<file path="config.mk">
export PLATFORM = sky130hd
export DESIGN_NAME = pc_fetch
export DESIGN_NICKNAME = d
export VERILOG_FILES = /design/src/rtl/pc_fetch_pkg.sv /design/src/rtl/pc_fetch_if_id_reg.sv /design/src/rtl/pc_fetch.sv
export SDC_FILE = /design/constraint.sdc
export NUM_CORES = 1
export LEC_CHECK = 0
export BUFFER_PORTS_ARGS = -buffer_cell sky130_fd_sc_hd__buf_2
export CORE_MARGIN = 2
export CORE_UTILIZATION = 44
export DETAILED_ROUTE_END_ITERATION = 6
export PLACE_DENSITY = 0.76
export SYNTH_ARGS = -nofsm -noshare
export SYNTH_HDL_FRONTEND = slang
export SYNTH_HIERARCHICAL = 1
export SYNTH_SLANG_ARGS = --single-unit
</file>
<file path="constraint.sdc">
create_clock -name clk -period 1.9 [get_ports clk]
set_input_delay 0.19 -clock clk [delete_from_list [all_inputs] [get_ports clk]]
set_output_delay 0.19 -clock clk [all_outputs]
set_load 0.02 [all_outputs]
</file>
<file path="src/rtl/pc_fetch_pkg.sv">
// Shared definitions for the instruction-fetch front end: fetch state
// encoding, the NOP filler word and the instruction alignment width.
package pc_fetch_pkg;

    typedef enum logic [1:0] {
        ST_BOOT = 2'b00,
        ST_RUN  = 2'b01,
        ST_TRAP = 2'b10
    } fetch_state_t;

    // RISC-V addi x0,x0,0, parked in IF/ID whenever it holds no valid word.
    localparam logic [31:0] NOP_INST_C = 32'h0000_0013;

    // Instructions are 4-byte aligned, so the low two PC bits are always zero.
    localparam int ALIGN_W = 2;

endpackage

</file>
<file path="src/rtl/pc_fetch_if_id_reg.sv">
// IF/ID holding register. It loads a fetched word when told to advance,
// holds it under decode back-pressure and drops to an invalid NOP on flush.
// Flush has priority over load.
module if_id_reg
    import pc_fetch_pkg::*;
#(
    parameter int                     PC_LENGTH   = 32,
    parameter int                     INST_LENGTH = 32,
    parameter logic [INST_LENGTH-1:0] NOP_INST    = INST_LENGTH'(NOP_INST_C)
) (
    input  logic                   clk,
    input  logic                   rst,
    input  logic                   load,
    input  logic                   flush,
    input  logic [INST_LENGTH-1:0] in_inst,
    input  logic [PC_LENGTH-1:0]   in_pc,
    output logic                   valid,
    output logic [INST_LENGTH-1:0] inst,
    output logic [PC_LENGTH-1:0]   pc
);

    logic                   valid_r;
    logic [INST_LENGTH-1:0] inst_r;
    logic [PC_LENGTH-1:0]   pc_r;

    // Capture, hold or flush the pipeline word each cycle.
    always_ff @(posedge clk or posedge rst) begin
        if (rst) begin
            valid_r <= 1'b0;
            inst_r  <= NOP_INST;
            pc_r    <= {PC_LENGTH{1'b0}};
        end else if (flush) begin
            valid_r <= 1'b0;
            inst_r  <= NOP_INST;
        end else if (load) begin
            valid_r <= 1'b1;
            inst_r  <= in_inst;
            pc_r    <= in_pc;
        end
    end

    assign valid = valid_r;
    assign inst  = inst_r;
    assign pc    = pc_r;

endmodule

</file>
<file path="src/rtl/pc_fetch.sv">
// Instruction-fetch front end: owns the program counter, the BOOT/RUN/TRAP
// state machine and redirect handling, and feeds the IF/ID register.
// Optional feature macro: PC_FETCH_MISALIGN_TRAP_EN (misaligned redirect
// targets trap instead of being silently aligned).
module pc_fetch
    import pc_fetch_pkg::*;
#(
    parameter int                     PC_LENGTH    = 32,
    parameter int                     INST_LENGTH  = 32,
    parameter logic [PC_LENGTH-1:0]   RESET_VECTOR = 32'h0000_0000,
    parameter logic [INST_LENGTH-1:0] NOP_INST     = 32'h0000_0013
) (
    input  logic                   clk,
    input  logic                   rst,
    output logic [PC_LENGTH-1:0]   PC,
    input  logic [INST_LENGTH-1:0] inst,
    input  logic                   redirect,
    input  logic [PC_LENGTH-1:0]   redirect_target,
    input  logic                   id_ready,
    output logic                   id_valid,
    output logic [INST_LENGTH-1:0] id_inst,
    output logic [PC_LENGTH-1:0]   id_pc,
    output logic                   fetch_fault,
    output logic [PC_LENGTH-1:0]   fault_pc
);

    localparam logic [PC_LENGTH-1:0] ALIGN_MASK =
        {{(PC_LENGTH-ALIGN_W){1'b1}}, {ALIGN_W{1'b0}}};
    localparam logic [PC_LENGTH-1:0] PC_STEP =
        {{(PC_LENGTH-3){1'b0}}, 3'b100};

    fetch_state_t           state_r;
    logic [PC_LENGTH-1:0]   pc_r;
    logic                   advance_s;
    logic                   load_s;
    logic                   flush_s;
    logic [PC_LENGTH-1:0]   aligned_target_s;

    assign advance_s        = !id_valid || id_ready;
    assign aligned_target_s = redirect_target & ALIGN_MASK;

`ifdef PC_FETCH_MISALIGN_TRAP_EN
    logic                   misaligned_s;
    logic                   fetch_fault_r;
    logic [PC_LENGTH-1:0]   fault_pc_r;

    assign misaligned_s = (redirect_target[ALIGN_W-1:0] != {ALIGN_W{1'b0}});
`endif

    // Decide whether IF/ID captures the memory word or is flushed this cycle.
    always_comb begin
        load_s  = 1'b0;
        flush_s = 1'b0;
        case (state_r)
            ST_RUN: begin
                if (redirect) begin
                    flush_s = 1'b1;
                end else if (advance_s) begin
                    load_s = 1'b1;
                end else begin
                    load_s = 1'b0;
                end
            end
            default: begin
                load_s  = 1'b0;
                flush_s = 1'b0;
            end
        endcase
    end

    // PC and state sequencing: one BOOT cycle, then sequential fetch with
    // redirects taking priority over decode back-pressure.
    always_ff @(posedge clk or posedge rst) begin
        if (rst) begin
            state_r <= ST_BOOT;
            pc_r    <= RESET_VECTOR;
`ifdef PC_FETCH_MISALIGN_TRAP_EN
            fetch_fault_r <= 1'b0;
            fault_pc_r    <= {PC_LENGTH{1'b0}};
`endif
        end else begin
            case (state_r)
                ST_BOOT: begin
                    state_r <= ST_RUN;
                end
                ST_RUN: begin
                    if (redirect) begin
`ifdef PC_FETCH_MISALIGN_TRAP_EN
                        if (misaligned_s) begin
                            state_r       <= ST_TRAP;
                            fetch_fault_r <= 1'b1;
                            fault_pc_r    <= redirect_target;
                        end else begin
                            pc_r <= aligned_target_s;
                        end
`else
                        pc_r <= aligned_target_s;
`endif
                    end else if (advance_s) begin
                        pc_r <= pc_r + PC_STEP;
                    end
                end
                ST_TRAP: begin
                    state_r <= ST_TRAP;
                end
                default: begin
                    state_r <= ST_BOOT;
                end
            endcase
        end
    end

    assign PC = pc_r;

`ifdef PC_FETCH_MISALIGN_TRAP_EN
    assign fetch_fault = fetch_fault_r;
    assign fault_pc    = fault_pc_r;
`else
    assign fetch_fault = 1'b0;
    assign fault_pc    = {PC_LENGTH{1'b0}};
`endif

    if_id_reg #(
        .PC_LENGTH   (PC_LENGTH),
        .INST_LENGTH (INST_LENGTH),
        .NOP_INST    (NOP_INST)
    ) u_if_id_reg (
        .clk     (clk),
        .rst     (rst),
        .load    (load_s),
        .flush   (flush_s),
        .in_inst (inst),
        .in_pc   (pc_r),
        .valid   (id_valid),
        .inst    (id_inst),
        .pc      (id_pc)
    );

endmodule

</file>
==> flow_summary.ini <==
[run_status]
status = finished clean

[detailed_routing]
vias = 4266
drtIter0Drc = 195
wl_um = 13200
wl_per_cell_um = 16.3
drc = 0
viasPerCell = 5.30
antenna_left = 0
first_pass_iters = 5

[clocking]
clock_sinks = 97
numCtsBuffers = 9
clk_pin_slew_worst_paths_ns = 0.07
ctsLongestPathBuffers = 2
root_buffer = clkbuf_16
worstSkewPairLatency_ns = 0.34
htreeDepth = 3
cts_tree = done

[critical_path]
cp_cell_sequence = and4_1, nand4_4, or3_4, nor3_2, mux2i_1
criticalPathCategory = flip-flop to flip-flop
cp_max_fo = 7
worst_ep_required_time_ns = 2.16
critPathSlowestCell = or3_4
crit_family = simple AND/OR/NAND/NOR gates
cp-start-kind = flip-flop
cp_num_buf_inv = 0
max_stage_delay_ns = 0.48
cp-end-kind = flip-flop
cp_data_arrival_time_ns = 2.03

[power_and_ir_drop]
peakVddDrop_uv = 498
p_leak_nw = 3.24
powerDensity_mw_per_mm2 = 945
power_mw = 6.13

[sta]
fmax_mhz = 566
finalHoldViolations = 0
fin_ws_ns = 0.132
fin_crit_ns = 1.77
maxSlewHeadroom_pct = 58.7
final-setup-viol-count = 0
rsz0062_at_grt = false
worst_pin_slew_ns = 0.619
fin_crit_sh_pct = 93.0
fin_skew_ns = 0.00758
drv_slew = 0

[layout]
postLayoutCoreUtil_pct = 57.6
antennaDiodeCount = 0
layout-area-overhead-vs-synth_pct = 29.3
layout-drive-gt1-share_pct = 40.9
final_nets = 726
design_area_mm2 = 0.00649

[floorplanning]
dieArea_mm2 = 0.0123
chipWidth_um = 111
rows = 39
initial_utilization_pct = 44.5
core_area_mm2 = 0.0113
pin_count = 198
die_h_um = 111

[synthesis]
synth_commonest_cells = 94 x dfrtp_1, 48 x nor2_1, 37 x mux2i_1
synth_top_area_share_pct = 46.9
yosys_warnings = 6
avgSynthCellArea_um2 = 10.8
syn_inst = 466
synthTopCellsByArea = dfrtp_1 47%, mux2_4 9.0%, mux2i_1 7.4%
async_flop_share_pct = 100
yosys.area.top_type = dfrtp_1
ys_seq_area_share_pct = 48.4
ys_types = 54
synthFlopType = dfrtp_1
synth.most_common_cell = dfrtp_1
synth_seq_cells = 97
synth_edf_count = 0
netlist_area_mm2 = 0.00502

[placement]
hpwl_um = 9800
gp_congestion = 0.898
dpl-instance-area_mm2 = 0.00614
port_buffers = 160
dp_worst_setup_slack_ns = 0.140

[global_routing]
antenna_found_initial = 0
grt_pass1_vias = 4175
grt_overflow = 0
grt_max_degree = 42
grt_use_total_pct = 21.5
grt_pass1_wl_um = 21100

[run]
max_cap_violations = 0

[min_path]
hold_path.class = input port to flip-flop
==> sequential cells by signal, indices dropped and copies added, names as in the netlist <==
| name | flops |
|---|---|
| u_if_id_reg/valid | 1 |
| u_if_id_reg/pc | 32 |
| state_r | 2 |
| PC | 30 |
| u_if_id_reg/inst | 32 |
==> through the flow <==
| step | hold WS, ns | TNS, ns | cells |
|---|---|---|---|
| after floorplan | 0.306 | -0.00107 | 502 |
| after global placement | 0.245 | 0 | 787 |
| after detailed placement | 0.258 | 0 | 787 |
| after CTS | 0.0506 | 0 | 804 |
| after global routing | 0.0513 | 0 | 805 |
| final | 0.0674 | 0 | 805 |
==> timing repair <==
action	in CTS	in global routing
endpoints found under the setup margin	0	3
hold buffers	1	0
hold endpoints to repair	75	0
buffers inserted	0	1
resized for setup	0	2
==> metal layers <==
| metal | track usage [%] | up-vias | wire length (µm) |
|---|---|---|---|
| met5 | 0 | - | 0 |
| met3 | 4.54 | 19 | 1070 |
| met1 | 27.3 | 2041 | 5350 |
| met4 | 7.17 | 0 | 207 |
| li1 | - | 1976 | - |
| met2 | 36.6 | 230 | 6530 |
==> power breakdown <==
| part | switching, mW | internal (mW) | total (mW) | leakage [nW] |
|---|---|---|---|---|
| registers | 0.187 | 2.34 | 2.53 | 1.17 |
| clock network | 0.773 | 1.16 | 1.93 | 0.160 |
| logic | 0.970 | 0.704 | 1.67 | 1.91 |
==> cell usage in the layout, fill, tap and decap left out, drive strengths merged, types with 5 or more instances in the layout <==
cell type,n
mux2i,37
clkbuf,9
nand3,21
buf,206
a21oi,24
mux2,32
nor4,5
nand4,11
nand2,21
inv,12
nor2b,6
nor2,48
a31oi,6
conb,37
dfrtp,94
nor3,13
o21ai,23
==> path summary, 6_finish.rpt <==
check / start / endpoint / slack, ns / cells past startpoint
worst max register to register: PC[12]$_DFFE_PP0P_ / PC[30]$_DFFE_PP0P_ / 0.13 / 5
worst min register to register: state_r[0]$_DFFE_PP0N_ / state_r[1]$_DFFE_PP0N_ / 0.45 / 1
worst min-delay path: inst[4] / u_if_id_reg/inst[4]$_DFFE_PP1P_ / 0.07 / 2
max in group asynchronous: rst / PC[3]$_DFFE_PP0P_ / 0.89 / 4
min in group asynchronous: rst / u_if_id_reg/pc[20]$_DFFE_PP0P_ / 0.44 / 4
worst max-delay path: PC[12]$_DFFE_PP0P_ / PC[30]$_DFFE_PP0P_ / 0.13 / 5
==> cells by family after synthesis <==
logic type	synth area share (%)
flip-flops	48.4
buffers and inverters	9.15
AO/OA/AOI/OAI	10.6
adder cells (fa/ha/maj)	0.249
AND/OR/NAND/NOR	14.7
other	0.0747
multiplexers	16.8
==> cell type report <==
class,count,area [µm²]
tap,143,179
sequential,97,2430
multi-input combinational,331,2280
timing repair buffer,207,1230
clock inverter,7,92.6
fill,968,4780
inverter,11,42.5
clock buffer,9,225
(Power assumes the default switching activity.)
